<file path="src/rtl/sram_bus_arbiter.sv">
// Two-requester arbiter for the multiplexed 8-bit SRAM bus: address latch, data setup, write strobe, hold.
// Define SRAM_ARB_RR_EN for round-robin tie-breaking; otherwise dbg has fixed priority over cpu.
module sram_bus_arbiter #(
  parameter int WAIT_CYCLES = 1
) (
  input  logic       clk,
  input  logic       rst,
  input  logic       cpu_req,
  input  logic       cpu_we,
  input  logic [6:0] cpu_addr,
  input  logic [3:0] cpu_wdata,
  output logic       cpu_ack,
  output logic [3:0] cpu_rdata,
  input  logic       dbg_req,
  input  logic       dbg_we,
  input  logic [6:0] dbg_addr,
  input  logic [3:0] dbg_wdata,
  output logic       dbg_ack,
  output logic [3:0] dbg_rdata,
  output logic [7:0] bus_out,
  input  logic [3:0] bus_in,
  output logic       busy,
  output logic       grant_dbg
);

  typedef enum logic [2:0] {IDLE, ADDR, SETUP, STROBE, HOLD} state_t;

  localparam logic [2:0] WAIT_INIT = 3'(WAIT_CYCLES);
  localparam logic [7:0] BUS_IDLE  = 8'h30;

  state_t     state_reg;
  logic [6:0] addr_reg;
  logic       we_reg;
  logic [3:0] wdata_reg;
  logic [2:0] wait_cnt_reg;

  logic       pick_dbg;
  logic [6:0] sel_addr;
  logic       sel_we;
  logic [3:0] sel_wdata;

`ifdef SRAM_ARB_RR_EN
  // grant_dbg remembers the last owner, so a tie goes to the other side
  always_comb pick_dbg = dbg_req && (!cpu_req || !grant_dbg);
`else
  always_comb pick_dbg = dbg_req;
`endif

  always_comb begin
    sel_addr  = cpu_addr;
    sel_we    = cpu_we;
    sel_wdata = cpu_wdata;
    if (pick_dbg) begin
      sel_addr  = dbg_addr;
      sel_we    = dbg_we;
      sel_wdata = dbg_wdata;
    end
  end

  always_ff @(posedge clk) begin
    assert (WAIT_CYCLES >= 1 && WAIT_CYCLES <= 7)
      else $error("sram_bus_arbiter: WAIT_CYCLES out of range 1..7");
  end

  // Outputs are assigned from the next state so every pin is a flop output.
  always_ff @(posedge clk or posedge rst) begin
    if (rst) begin
      state_reg    <= IDLE;
      bus_out      <= BUS_IDLE;
      cpu_ack      <= 1'b0;
      dbg_ack      <= 1'b0;
      cpu_rdata    <= 4'h0;
      dbg_rdata    <= 4'h0;
      busy         <= 1'b0;
      grant_dbg    <= 1'b0;
      addr_reg     <= 7'h00;
      we_reg       <= 1'b0;
      wdata_reg    <= 4'h0;
      wait_cnt_reg <= 3'd0;
    end else begin
      cpu_ack <= 1'b0;
      dbg_ack <= 1'b0;
      case (state_reg)
        IDLE: begin
          if (cpu_req || dbg_req) begin
            state_reg <= ADDR;
            busy      <= 1'b1;
            grant_dbg <= pick_dbg;
            addr_reg  <= sel_addr;
            we_reg    <= sel_we;
            // reads drive zero on the data pins for the whole transaction
            wdata_reg <= sel_we ? sel_wdata : 4'h0;
            bus_out   <= {1'b1, sel_addr};
          end else begin
            bus_out <= BUS_IDLE;
          end
        end
        ADDR: begin
          state_reg    <= SETUP;
          wait_cnt_reg <= WAIT_INIT;
          bus_out      <= {4'b0010, wdata_reg};
        end
        SETUP: begin
          if (wait_cnt_reg <= 3'd1) begin
            if (we_reg) begin
              state_reg <= STROBE;
              bus_out   <= {4'b0000, wdata_reg};
            end else begin
              state_reg <= HOLD;
              bus_out   <= {4'b0011, wdata_reg};
              if (grant_dbg) begin
                dbg_rdata <= bus_in;
                dbg_ack   <= 1'b1;
              end else begin
                cpu_rdata <= bus_in;
                cpu_ack   <= 1'b1;
              end
            end
          end else begin
            wait_cnt_reg <= wait_cnt_reg - 3'd1;
          end
        end
        STROBE: begin
          state_reg <= HOLD;
          bus_out   <= {4'b0011, wdata_reg};
          if (grant_dbg) dbg_ack <= 1'b1;
          else           cpu_ack <= 1'b1;
        end
        HOLD: begin
          state_reg <= IDLE;
          busy      <= 1'b0;
          bus_out   <= BUS_IDLE;
        end
        default: begin
          state_reg <= IDLE;
          busy      <= 1'b0;
          bus_out   <= BUS_IDLE;
        end
      endcase
    end
  end

endmodule

</file>
<file path="config.mk">
export PLATFORM = sky130hd
export DESIGN_NAME = sram_bus_arbiter
export DESIGN_NICKNAME = d
export VERILOG_FILES = /design/src/rtl/sram_bus_arbiter.sv
export SDC_FILE = /design/constraint.sdc
export NUM_CORES = 1
export LEC_CHECK = 0
export CORE_MARGIN = 2
export CORE_UTILIZATION = 45
export DETAILED_ROUTE_END_ITERATION = 12
export PLACE_DENSITY = 0.77
export SETUP_SLACK_MARGIN = 0.4
export SLEW_MARGIN = 20
export SYNTH_ARGS = -nofsm -noshare
export SYNTH_HDL_FRONTEND = slang
export SYNTH_SLANG_ARGS = --single-unit
</file>
<file path="constraint.sdc">
create_clock -name clk -period 1.6 [get_ports clk]
set_input_delay 0.16 -clock clk [delete_from_list [all_inputs] [get_ports clk]]
set_output_delay 0.16 -clock clk [all_outputs]
set_load 0.03 [all_outputs]
</file>
# Yosys cells after proc, flatten, opt, wreduce, memory -nomap -nowiden
# Index checks and enable logic that the tools add are counted.
# op_classes
add_sub_neg	1
eq_ne	6
mux	24
reduce_logical	10
magnitude_cmp	1
bitwise	3
# op_table
operator	n
8-bit case mux with 4 select lines	1
8-bit 2-to-1 mux	2
3-bit 2-to-1 mux	4
3-bit case mux with 4 select lines	1
1-bit 2-to-1 mux	8
4-bit 2-to-1 mux	2
2-bit AND reduction	4
4-bit AND reduction	2
7-bit 2-to-1 mux	1
3-bit by 2-bit == test with 1-bit output, second input constant	2
6-bit 2-to-1 mux	1
2-bit inequality test, second input constant	3
1-bit case mux with 2 select lines	3
3-bit case mux with 2 select lines	1
3-bit by 1-bit == test with 1-bit output, second input constant	1
3-bit by 1-bit <= comparator with 1-bit output, second input constant	1
3-bit zero test	1
1-bit NOT	3
3-bit OR reduction	1
3-bit by 1-bit subtractor with 3-bit output, second input constant	1
2-bit nonzero test	1
1-bit logical OR	1
# totals
regBits	31
elab_cells	56
in_bits	32
output_inout_bits	20

# Longest topological paths before layout
# Gate-level depths: netlist of the first run.
# logic_depth
ltp_word	4
depth_mapped	5

# Least setup slack after synthesis of the first run
# No wires, ideal clock.
# synth_timing
kind	register to register
from	reg wait_cnt_reg[2]
to	reg cpu_rdata[0]
slack_ns	0.165
setup_time_ns	0.125
path_buffers	1
synth_period_minus_slack_ns	1.435
path_stages_with_launch	5
arrival_ns	1.311
path_cell_list	dfrtp_1 > nor2_1 > and3_1 > buf_2 > mux2_2
# synth_between
elab_chain_len	2
# synth_lines
item	line	text
start: declaration	35	logic [2:0] wait_cnt_reg;
start signal: assignment	120	wait_cnt_reg <= wait_cnt_reg - 3'd1;
3-bit by 1-bit <= comparator with 1-bit output	104	if (wait_cnt_reg <= 3'd1) begin
4-bit AND reduction (no line)	--	
end signal: assignment	115	cpu_rdata <= bus_in;
end: declaration	13	output logic [3:0] cpu_rdata,
# No other way between the ends.
# A chain may end at the register's enable or synchronous reset.

# Worst setup path in the final report of the first run
# layout_timing
from	reg state_reg[0]
to	reg bus_out[4]
# layout_between
elab_chain_len	2
elab_cells_between_ends	6
# layout_lines
item	line	text
start: declaration	31	state_t state_reg;
start signal: assignment	68	state_reg <= IDLE;
start signal: assignment	86	state_reg <= ADDR;
start signal: assignment	99	state_reg <= SETUP;
3-bit by 2-bit == test with 1-bit output (tied with other cells)	83	case (state_reg)
8-bit case mux with 4 select lines / 2-bit inequality test (equally long branches)	--	
end signal: assignment	93	bus_out <= {1'b1, sel_addr};
end signal: assignment	101	bus_out <= {4'b0010, wdata_reg};
end signal: assignment	107	bus_out <= {4'b0000, wdata_reg};
end: declaration	20	output logic [7:0] bus_out,
# Parallel ways exist; a longest one is shown, timed or not.

==> impl_metrics.tcl, run 1 <==
set metrics [dict create \
    tns_ns 0 \
    required_ns 1.89 \
    synth_seq_cells 31 \
    grt_pass1_vias 1564 \
    core-area_sq_mm 0.00331 \
    synthMuxAreaShare 0.145 \
    setup_viol 0 \
    finalCritPeriodShare 0.920 \
    syn_avg_cell_area_sq_um 11.5 \
    layout-drive-gt1-share 0.495 \
    dpl.hpwl_um 2900 \
    cts_root_buffer "clkbuf_4" \
    r2r-end "bus_out[4]" \
    vias_per_cell 5.83 \
    maxSlewHeadroom 0.715 \
    netlist_area_sq_mm 0.00155 \
    cap_violations 0 \
    skew_ns 0.0180 \
    tightest_slew_ns 0.426 \
    hold_path_class "in -> async" \
    synth_cell_type_count 40 \
    grt_pass1_wl_um 7670 \
    seqCellArea_sq_um 782 \
    switchingPower_uw 2200 \
    area_growth_pct 73.8 \
    fp.dieArea_sq_mm 0.00393 \
    synth_nets 168 \
    antenna_found_initial 0 \
    wire_per_inst_um 20.4 \
    layout_common_cells "31 x clkdlybuf4s50_1, 26 x dfrtp_1, 20 x buf_4" \
    initial_core_util 0.469 \
    slew_violations 0 \
    cts_tree "yes" \
    clk_pin_slew_ns 0.11 \
    grt_max_degree 32 \
    dieHeight_um 62.7 \
    multi_input_area_sq_um 966 \
    crit_arrival_ns 1.76 \
    regMostFlops "bus_out" \
    via_count 1550 \
    ys.flop_type "dfrtp_1" \
    drtIter0Drc 61 \
    sw_frac_of_total 0.435 \
    routed_wl_um 5430 \
    insertion_delay_ns 0.35 \
    p_leak_uw 0.00121 \
    dp.cells 236 \
    synth_compound_area_frac 0.170 \
    p_int_uw 2860 \
    hold_viol 0 \
    max_freq_ghz 0.679 \
    syn_inst 135 \
    synthSimpleGateAreaFrac 0.118 \
    fin_cells 266 \
    async_flop_share 1.00 \
    cts_sinks 31 \
    port_buffers 51 \
    rsz0062_at_grt "yes" \
    synth-edff-count 0 \
    finalCriticalPeriod_ns 1.47 \
    ios 52 \
    ys_seq_area_frac 0.502 \
    r2r_setup_slack_ns 0.13 \
    holdBufCountCts 0 \
    htree_levels 2 \
    power_frac_clock 0.090 \
    cts_buffers 5 \
    nNetsFinal 252 \
    power_density_mw_per_mm2 1870 \
    clockBufferDepth 2 \
    synth.area.top_cells "dfrtp_1 47%, mux2i_1 7.7%, mux2_2 5.8%" \
    p_comb_frac 0.634 \
    ir_worst_vdd_mv 1.03 \
    fin_util 0.814 \
    synthAdderAreaFrac 0.00806 \
    synth-xor-area-share 0 \
    outcome "finished clean" \
    yosys.area.top_type_share 0.468 \
    largest_reg_flops 8 \
    grt.total_usage 0.257 \
    fillerInstances 207 \
    cp_max_fo 8 \
    r2r_cells 5 \
    overflow 0 \
    synth_top_family_by_area "compound AO/OA/AOI/OAI gates" \
    rows 21 \
    route.detailed.drc 0 \
    p_seq_frac 0.277 \
    critPathCaptureType "flop" \
    die_width_um 62.7 \
    synth.largest_area_cell "dfrtp_1" \
    drtAntennaViolNets 0 \
    worstSetupPathType "reg -> reg" \
    place.gp.congestion 0.833 \
    start_kind "flop" \
    synth-warning-count 0 \
    firstDrtPassIters 4 \
    n_antenna_cell 0 \
    final_common_cell "clkdlybuf4s50_1" \
    timing.rr.start "state_reg[0]" \
]
[kinds of logic after synthesis]
kind of cell             count (synthesis)
flip-flops                              31
AO/OA/AOI/OAI                           34
multiplexers                            21
AND/OR/NAND/NOR                         31
buffers and inverters                   17
adder cells (fa/ha/maj)                  1
[area by class of cell]
type / count / share of cell area
Multi-Input combinational cell: 88 / 0.358
Timing Repair Buffer: 85 / 0.301
Sequential cell: 31 / 0.290
Tap cell: 46 / 0.0213
Clock buffer: 7 / 0.0167
Inverter: 8 / 0.0111
Clock inverter: 1 / 0.00186
[worst max-delay path: stages, from the launching register on]
cell and delay (ns):
dfrtp_2 0.50, buf_8 0.16, buf_6 0.12, nor3_4 0.23
o311a_1 0.24, o32a_1 0.17
[per-stage QoR]
step                      total power, uW  cell area, sq um  hold WS (ns)  setup slack (ns)
after floorplan                      2770              1630         0.262             0.213
after global placement               3510              2240         0.437            0.0285
after detailed placement             3560              2240         0.452            0.0299
after CTS                            4430              2550         0.221             0.160
after global routing                 5280              2700         0.225            0.0988
final                                5050              2700         0.179             0.128
[power groups by stage]
stage | clock, uW | sequential, uW | combinational (uW)
CTS | 440 | 1340 | 2650
global placement | 0 | 1320 | 2180
global route | 502 | 1430 | 3350
finish | 453 | 1400 | 3200
detailed placement | 0 | 1340 | 2220
floorplan | 0 | 1750 | 1020
[what timing repair did]
item / in CTS / in global routing
gates cloned: 2 / 1
endpoints found under the setup margin: 50 / 44
hold endpoints to repair: 0 / 0
setup buffers: 10 / 9
resized for setup: 93 / 55
pin swaps: 18 / 10
[synth_stat cells (2+ instances only)]
| cell | count |
|---|---|
| mux2i_1 | 12 |
| nor3_1 | 6 |
| a221o_1 | 4 |
| nor2b_1 | 4 |
| a22o_1 | 2 |
| buf_6 | 2 |
| nor2_1 | 7 |
| o22ai_1 | 2 |
| nand3_1 | 2 |
| a21oi_1 | 3 |
| inv_1 | 8 |
| o32a_1 | 2 |
| dfrtp_1 | 29 |
| mux2_2 | 8 |
| dfstp_2 | 2 |
| nand2b_1 | 5 |
| o41ai_1 | 4 |
| buf_2 | 5 |
| o21ai_0 | 7 |
[how the worst max path moves through the flow]
stage,start,endpoint,slack (ns),depth (start not counted)
after floorplan,state_reg[2],cpu_rdata[0],0.21,4
after global placement,dbg_req,bus_out[4],0.03,4
after detailed placement,dbg_req,bus_out[2],0.03,5
after CTS,state_reg[2],cpu_rdata[2],0.16,3
after global routing,state_reg[0],bus_out[4],0.1,5
final,state_reg[0],bus_out[4],0.13,5
[layer usage]
metal  vias to the layer above  share of wire  routed length, um  global-route usage
li1                        666              -                  -                   -
met2                        86           0.53               2870               0.468
met5                         -              0                  0                   0
met1                       781           0.40               2160               0.296
met4                         0          0.022                118              0.0944
met3                        17          0.050                273              0.0523
Note: power is estimated with default switching activity, not from simulation.
==> run 2: changes to the inputs <==
CAP_MARGIN = 20   (was not set)
==> results of run 2 <==
The final DEF is identical to that of run 1; final timing and power are the same.
